`src/rtl/stage_wb_pkg.sv`:
```
// ---------------------------------------------------------------------------
// stage_wb_pkg
// Purpose : lc3b types shared by the writeback stage and its neighbours.
//           Holds the word/register/NZP typedefs, the writeback select enum
//           and the control-word fields that writeback consumes.
// Ports   : none (package)
// ---------------------------------------------------------------------------
package stage_wb_pkg;

    typedef logic [15:0] lc3b_word;
    typedef logic [2:0]  lc3b_reg;
    typedef logic [2:0]  lc3b_nzp;

    // 3-bit field so that spare encodings exist; anything beyond PC falls back to ALU.
    typedef enum logic [2:0] {
        WB_ALU      = 3'd0,
        WB_MEM_WORD = 3'd1,
        WB_MEM_BYTE = 3'd2,
        WB_PC       = 3'd3
    } lc3b_wb_sel;

    typedef struct packed {
        logic       regfile_load;
        logic       load_cc;
        logic       dest_sel;
        lc3b_wb_sel wb_sel;
    } lc3b_control_word;

    localparam lc3b_reg LINK_REG = 3'd7;

endpackage

```
`src/rtl/stage_wb_nzp_gen.sv`:
```
// ---------------------------------------------------------------------------
// stage_wb_nzp_gen
// Purpose : classify a 16-bit word into a one-hot NZP code.
// Ports   :
//   word_i  in  16  value to classify
//   nzp_o   out 3   {N,Z,P}; exactly one bit set
// ---------------------------------------------------------------------------
module stage_wb_nzp_gen
    import stage_wb_pkg::*;
(
    input  lc3b_word word_i,
    output lc3b_nzp  nzp_o
);

    always_comb begin
        if (word_i[15]) begin
            nzp_o = 3'b100;
        end else if (word_i == 16'h0000) begin
            nzp_o = 3'b010;
        end else begin
            nzp_o = 3'b001;
        end
    end

endmodule

```
`src/rtl/stage_wb.sv`:
```
// ---------------------------------------------------------------------------
// stage_wb
// Purpose : lc3b writeback stage. Latches the MEM/WB results, selects the
//           writeback data, drives the regfile write port, owns the NZP
//           condition-code register, computes branch enable and counts
//           retired instructions.
// Config  : WB_BYPASS_EN -- when defined, the bypass_* outputs mirror the
//           regfile write port for ID/EX forwarding; otherwise they are 0.
// Ports   :
//   clk                in   1          pipeline clock
//   reset              in   1          synchronous, active-high
//   valid_in           in   1          MEM stage presents a real instruction
//   ir_in              in   16         instruction word
//   control_in         in   ctl        control word
//   alu_in             in   16         ALU result
//   mem_rdata_in       in   16         data-memory read word
//   mem_addr_in        in   16         data-memory address (bit 0 = byte lane)
//   pc_in              in   16         incremented PC (link value)
//   regfile_dest_out   out  3          regfile write register
//   regfile_data_out   out  16         regfile write data
//   regfile_load_out   out  1          regfile write enable
//   cc_out             out  3          current NZP register
//   branch_enable_out  out  1          |(ir_in[11:9] & cc_out)
//   retired_out        out  CNT_WIDTH  retired-instruction count
//   bypass_valid_out   out  1          forwarding valid (WB_BYPASS_EN)
//   bypass_reg_out     out  3          forwarding register (WB_BYPASS_EN)
//   bypass_data_out    out  16         forwarding data (WB_BYPASS_EN)
// ---------------------------------------------------------------------------
module stage_wb
    import stage_wb_pkg::*;
#(
    parameter int          CNT_WIDTH = 16,
    parameter logic [2:0]  CC_RESET  = 3'b010
) (
    input  logic                 clk,
    input  logic                 reset,
    input  logic                 valid_in,
    input  lc3b_word             ir_in,
    input  lc3b_control_word     control_in,
    input  lc3b_word             alu_in,
    input  lc3b_word             mem_rdata_in,
    input  lc3b_word             mem_addr_in,
    input  lc3b_word             pc_in,
    output lc3b_reg              regfile_dest_out,
    output lc3b_word             regfile_data_out,
    output logic                 regfile_load_out,
    output lc3b_nzp              cc_out,
    output logic                 branch_enable_out,
    output logic [CNT_WIDTH-1:0] retired_out,
    output logic                 bypass_valid_out,
    output lc3b_reg              bypass_reg_out,
    output lc3b_word             bypass_data_out
);

    // Only the destination field of the IR and the byte-lane bit of the
    // address matter here, so only those are latched.
    logic             valid_q;
    lc3b_control_word control_q;
    lc3b_reg          ir_dest_q;
    lc3b_word         alu_q;
    lc3b_word         mem_rdata_q;
    logic             addr_lsb_q;
    lc3b_word         pc_q;

    lc3b_nzp              cc_q, cc_d;
    logic [CNT_WIDTH-1:0] retired_q, retired_d;

    lc3b_word wb_data;
    lc3b_nzp  wb_nzp;

    logic unused_inputs;
    assign unused_inputs = ^{ir_in[15:12], ir_in[8:0], mem_addr_in[15:1]};

    always_ff @(posedge clk) begin
        if (reset) begin
            valid_q     <= 1'b0;
            control_q   <= '0;
            ir_dest_q   <= '0;
            alu_q       <= '0;
            mem_rdata_q <= '0;
            addr_lsb_q  <= 1'b0;
            pc_q        <= '0;
            cc_q        <= CC_RESET;
            retired_q   <= '0;
        end else begin
            valid_q     <= valid_in;
            control_q   <= control_in;
            ir_dest_q   <= ir_in[11:9];
            alu_q       <= alu_in;
            mem_rdata_q <= mem_rdata_in;
            addr_lsb_q  <= mem_addr_in[0];
            pc_q        <= pc_in;
            cc_q        <= cc_d;
            retired_q   <= retired_d;
        end
    end

    always_comb begin
        case (control_q.wb_sel)
            WB_ALU:      wb_data = alu_q;
            WB_MEM_WORD: wb_data = mem_rdata_q;
            WB_MEM_BYTE: wb_data = addr_lsb_q ? {8'h00, mem_rdata_q[15:8]}
                                              : {8'h00, mem_rdata_q[7:0]};
            WB_PC:       wb_data = pc_q;
            default:     wb_data = alu_q;
        endcase
    end

    stage_wb_nzp_gen u_nzp_gen (
        .word_i (wb_data),
        .nzp_o  (wb_nzp)
    );

    always_comb begin
        cc_d      = cc_q;
        retired_d = retired_q;
        if (valid_q && control_q.load_cc) begin
            cc_d = wb_nzp;
        end
        // Natural wrap at 2^CNT_WIDTH.
        if (valid_q) begin
            retired_d = retired_q + CNT_WIDTH'(1);
        end
    end

    assign regfile_dest_out  = control_q.dest_sel ? LINK_REG : ir_dest_q;
    assign regfile_data_out  = wb_data;
    assign regfile_load_out  = valid_q & control_q.regfile_load;
    assign cc_out            = cc_q;
    assign branch_enable_out = |(ir_in[11:9] & cc_q);
    assign retired_out       = retired_q;

`ifdef WB_BYPASS_EN
    assign bypass_valid_out = regfile_load_out;
    assign bypass_reg_out   = regfile_dest_out;
    assign bypass_data_out  = regfile_data_out;
`else
    assign bypass_valid_out = 1'b0;
    assign bypass_reg_out   = '0;
    assign bypass_data_out  = '0;
`endif

endmodule

```
`config.mk`:
```
export PLATFORM = sky130hd
export DESIGN_NAME = stage_wb
export DESIGN_NICKNAME = d
export VERILOG_FILES = /design/src/rtl/stage_wb_pkg.sv /design/src/rtl/stage_wb_nzp_gen.sv /design/src/rtl/stage_wb.sv
export SDC_FILE = /design/constraint.sdc
export NUM_CORES = 1
export LEC_CHECK = 0
export CAP_MARGIN = 10
export CORE_MARGIN = 4
export CORE_UTILIZATION = 41
export CTS_CLUSTER_DIAMETER = 150
export CTS_CLUSTER_SIZE = 10
export DETAILED_ROUTE_END_ITERATION = 10
export GPL_ROUTABILITY_DRIVEN = 1
export PLACE_DENSITY = 0.82
export SLEW_MARGIN = 20
export SYNTH_ARGS = -nofsm -noshare
export SYNTH_HDL_FRONTEND = slang
export SYNTH_SLANG_ARGS = --single-unit
```
`constraint.sdc`:
```
create_clock -name clk -period 2 [get_ports clk]
set_input_delay 0.3 -clock clk [delete_from_list [all_inputs] [get_ports clk]]
set_output_delay 0.3 -clock clk [all_outputs]
set_load 0.05 [all_outputs]
```
==> impl_metrics.csv <==
group,metric,value,unit
setup_path,reg2reg_depth,10,
yosys,synth.distinct_cells,47,
die,pin_count,149,
placed_design,io_buffer_count,100,
clocking,clock_path_buffers,2,
yosys,seq_area_frac_synth,47.8,%
hold_path,worst_hold_startpoint,"reset",
timing,post-route-worst-setup-slack,-102,ps
run,drv_cap,0,
yosys,ys_seq_elements,78,
status,run_status,"finished, violations left",
yosys,avgSynthCellArea,9.99,µm²
detailed_routing,drtPass1Iterations,5,
yosys,synth_edf_count,0,
status,violations,"setup timing",
final_layout,final_cell_mix,"80 x sky130_fd_sc_hd__clkdlybuf4s50_1, 75 x sky130_fd_sc_hd__dfxtp_1, 61 x sky130_fd_sc_hd__nor2b_1",
setup_path,criticalPathCategory,"register to register",
timing,fin_skew,7.62,ps
die,floorplan.initialDensity,42.3,%
timing,period_needed,2100,ps
timing,crit_share_post_route,105,%
clocking,clk_pin_slew_worst_paths,90,ps
setup_path,crit_path_cell_trace,"buf_12, o21bai_4, buf_12, buf_12, o2bb2ai_2, nor4_2, nand4_1, nor4b_2, buf_4, o41ai_1",
die,fp.dieArea,0.00946,mm²
placed_design,routabilityCongestion,0.831,
yosys,synth-async-reset-ratio,0,%
global_route,antenna_violations_before_repair,0,
power_and_ir_drop,post-layout-total-power,0.00370,W
final_layout,final.fill_count,537,
final_layout,finalNonFillerCells,572,
setup_path,critical_path_peak_fanout,10,
placed_design,place.detailed.hpwl,6190,µm
power_and_ir_drop,p_per_area,709,mW/mm²
clocking,root_buffer_cell,"sky130_fd_sc_hd__clkbuf_8",
timing,tightestPinTransition,626,ps
setup_path,critical-path-top-delay-family,"simple AND/OR/NAND/NOR gates",
timing,report.final.setup_viol,8,
clocking,cts-buffers-inserted,9,
yosys,synth-warning-count,0,
setup_path,start_kind,"register",
setup_path,most_frequent_cell_on_the_critical_path,"sky130_fd_sc_hd__buf_12",
final_layout,post_route_cells_drive_above_1_share,26.0,%
detailed_routing,top_layer_used,"met4",
final_layout,diode_count,0,
hold_path,holdCritPathClass,"input pin to register",
die,die-width,97.3,µm
die,placementRows,32,
detailed_routing,drt_wl_total,9290,µm
timing,final-max-slew-violation-count,0,
clocking,cts.htree.levels,3,
yosys,synth_top_cells_by_area,"sky130_fd_sc_hd__dfxtp_1 48%, sky130_fd_sc_hd__nor2b_1 12%, sky130_fd_sc_hd__mux2i_1 7.7%, sky130_fd_sc_hd__buf_4 5.3%, sky130_fd_sc_hd__nor2_1 2.4%",
detailed_routing,detailroute.via_count,2785,
detailed_routing,initialDrtViolationCount,103,
timing,achievable-frequency,0.476,GHz
final_layout,nets,555,
yosys,synthDominantAreaCellType,"sky130_fd_sc_hd__dfxtp_1",
yosys,synth_area,0.00327,mm²
power_and_ir_drop,power.ir.vdd_worst,0.529,mV
setup_path,crit_slowest_cell,"sky130_fd_sc_hd__dfxtp_2",
clocking,cts.sinks,78,
hold_path,hold_path_end,"retired_out[1]",
yosys,netlist_instances,327,
global_route,grt_overflow_total,0,
power_and_ir_drop,power.static_leakage,2.07,nW
clocking,clk_latency,350,ps
placed_design,dp_cells,536,
global_route,grt_max_degree,30,
setup_path,cp_num_buf_inv,4,
hold_path,hold_depth,2,
detailed_routing,total_met2_wirelength_after_detailed_routing,4720,µm
detailed_routing,final_antenna_net_count,0,
setup_path,ff2ff_setup_slack,-100,ps
setup_path,crit_required,2210,ps
detailed_routing,met3_wl_post_dr,821,µm
clocking,cts_hold_repair.buffers,0,
clocking,clock_tree_from_tritoncts,"yes",
detailed_routing,routed_wire_length_per_instance,16.2,µm
timing,timing_hold_violations_final,0,
yosys,yosys_most_used_dff,"sky130_fd_sc_hd__dfxtp_1",
global_route,via_count_of_the_first_global_routing_pass,2837,
setup_path,cp-end-kind,"register",
global_route,grtUsageTotal,19.0,%
global_route,wire_length_of_the_first_global_routing_pass,14400,µm
timing,rsz0062_at_grt,"true",
timing,relSlewSlack,58.3,%
setup_path,max_stage_delay,370,ps
setup_path,crit-reg2reg-capture,"cc_out[0]",
detailed_routing,drt-met1-wl,3630,µm
setup_path,crit-reg2reg-launch,"control_q[1]",
yosys,synth_top_area_share,47.8,%
setup_path,worst_path_arrival_time,2310,ps
final_layout,share_of_the_core_filled_with_cells_in_the_final_layout,67.4,%
detailed_routing,drc,0,
die,coreArea,0.00773,mm²
final_layout,mostFrequentLayoutCell,"sky130_fd_sc_hd__clkdlybuf4s50_1",
die,die_y,97.3,µm
detailed_routing,vias_per_cell,4.87,
final_layout,area_growth_syn_to_layout,59.5,%
[how the worst max path moves through the flow]
stage          slack [ps]    startpoint        end  depth (start not counted)
4_1_cts               -90  control_q[1]  cc_out[0]                          9
3_3_place_gp          -60  control_q[1]  cc_out[0]                          9
6_report             -100  control_q[1]  cc_out[0]                         10
5_1_grt              -240  control_q[1]  cc_out[0]                          9
3_5_place_dp         -100  control_q[1]  cc_out[0]                          9
2_1_floorplan          10  control_q[2]  cc_out[0]                          8
[cell usage after synthesis (all sizes together) (2+ instances only)]
| cell type | n |
|---|---|
| dfxtp | 78 |
| nor2b | 61 |
| buf | 29 |
| mux2i | 25 |
| nor2 | 21 |
| a21oi | 11 |
| nand2 | 11 |
| o2bb2ai | 10 |
| clkbuf | 9 |
| xor2 | 9 |
| or2 | 5 |
| and2 | 4 |
| o21ai | 4 |
| and3 | 3 |
| inv | 3 |
| nand3 | 3 |
| nand4 | 3 |
| nor3 | 3 |
| or3 | 3 |
| xnor2 | 3 |
| a211oi | 2 |
| a22oi | 2 |
| and2b | 2 |
| nor4 | 2 |
| nor4b | 2 |
| o21a | 2 |
| or2b | 2 |
[logic make-up after synthesis]
kind of cell | share of synthesized area, %
AOI/OAI and AO/OA | 9.19
xor gates and xnor gates | 3.22
muxes | 7.66
other | 0.115
buffers and inverters | 8.35
adders and majority gates | 0.383
and+or+nand+nor | 23.3
DFF | 47.8
[per-layer routing]
layer  track usage [%]  vias up
met5                 0        -
met4              5.64        0
met3              5.89       14
met2              32.7      122
met1              22.7     1317
li1                  -     1332
[registers in the layout, indices dropped and copies added (netlist names)]
register     count
pc_q            16
cc_out           3
alu_q           16
addr_lsb_q       1
valid_q          1
mem_rdata_q     16
ir_dest_q        3
retired_out     16
control_q        6
[per-stage QoR]
step	worst slack (ps)	area (µm²)	hold slack, ps	setup TNS [ps]
final	-102	5210	456	-401
after global placement	-55.1	4680	480	-55.1
after floorplan	10.3	3390	428	0
after global routing	-245	5210	468	-1460
after CTS	-86.1	5110	436	-288
after detailed placement	-95.1	4680	505	-135
[worst reg2reg max path, stage by stage (launching register included)]
cell and delay [ps]:
sky130_fd_sc_hd__dfxtp_2 370, sky130_fd_sc_hd__buf_12 130, sky130_fd_sc_hd__o21bai_4 60, sky130_fd_sc_hd__buf_12 150, sky130_fd_sc_hd__buf_12 130, sky130_fd_sc_hd__o2bb2ai_2 120
sky130_fd_sc_hd__nor4_2 320, sky130_fd_sc_hd__nand4_1 170, sky130_fd_sc_hd__nor4b_2 280, sky130_fd_sc_hd__buf_4 170, sky130_fd_sc_hd__o41ai_1 70
[what timing repair did]
| item | 4_1_cts | 5_1_grt |
|---|---|---|
| gates cloned | 0 | 0 |
| gates resized for setup | 29 | 13 |
| endpoints found under the setup margin | 10 | 14 |
| pin swaps | 7 | 8 |
| buffers inserted | 13 | 8 |
[report_power, final]
group          internal [W]  leakage, nW  switching, W
Combinational      0.000465         1.34      0.000467
Clock              0.000468       0.0881      0.000635
Sequential          0.00162        0.647     0.0000421
[final cells by class]
type / instances / area, µm² / share of cell area (%)
Sequential cell: 78 / 1570 / 30.1
Inverter: 3 / 11.3 / 0.216
Clock inverter: 7 / 57.6 / 1.10
Tap cell: 102 / 128 / 2.45
Multi-Input combinational cell: 227 / 1690 / 32.4
Clock buffer: 9 / 124 / 2.38
Timing Repair Buffer: 146 / 1630 / 31.3
Power figures use the tool's default switching activity.
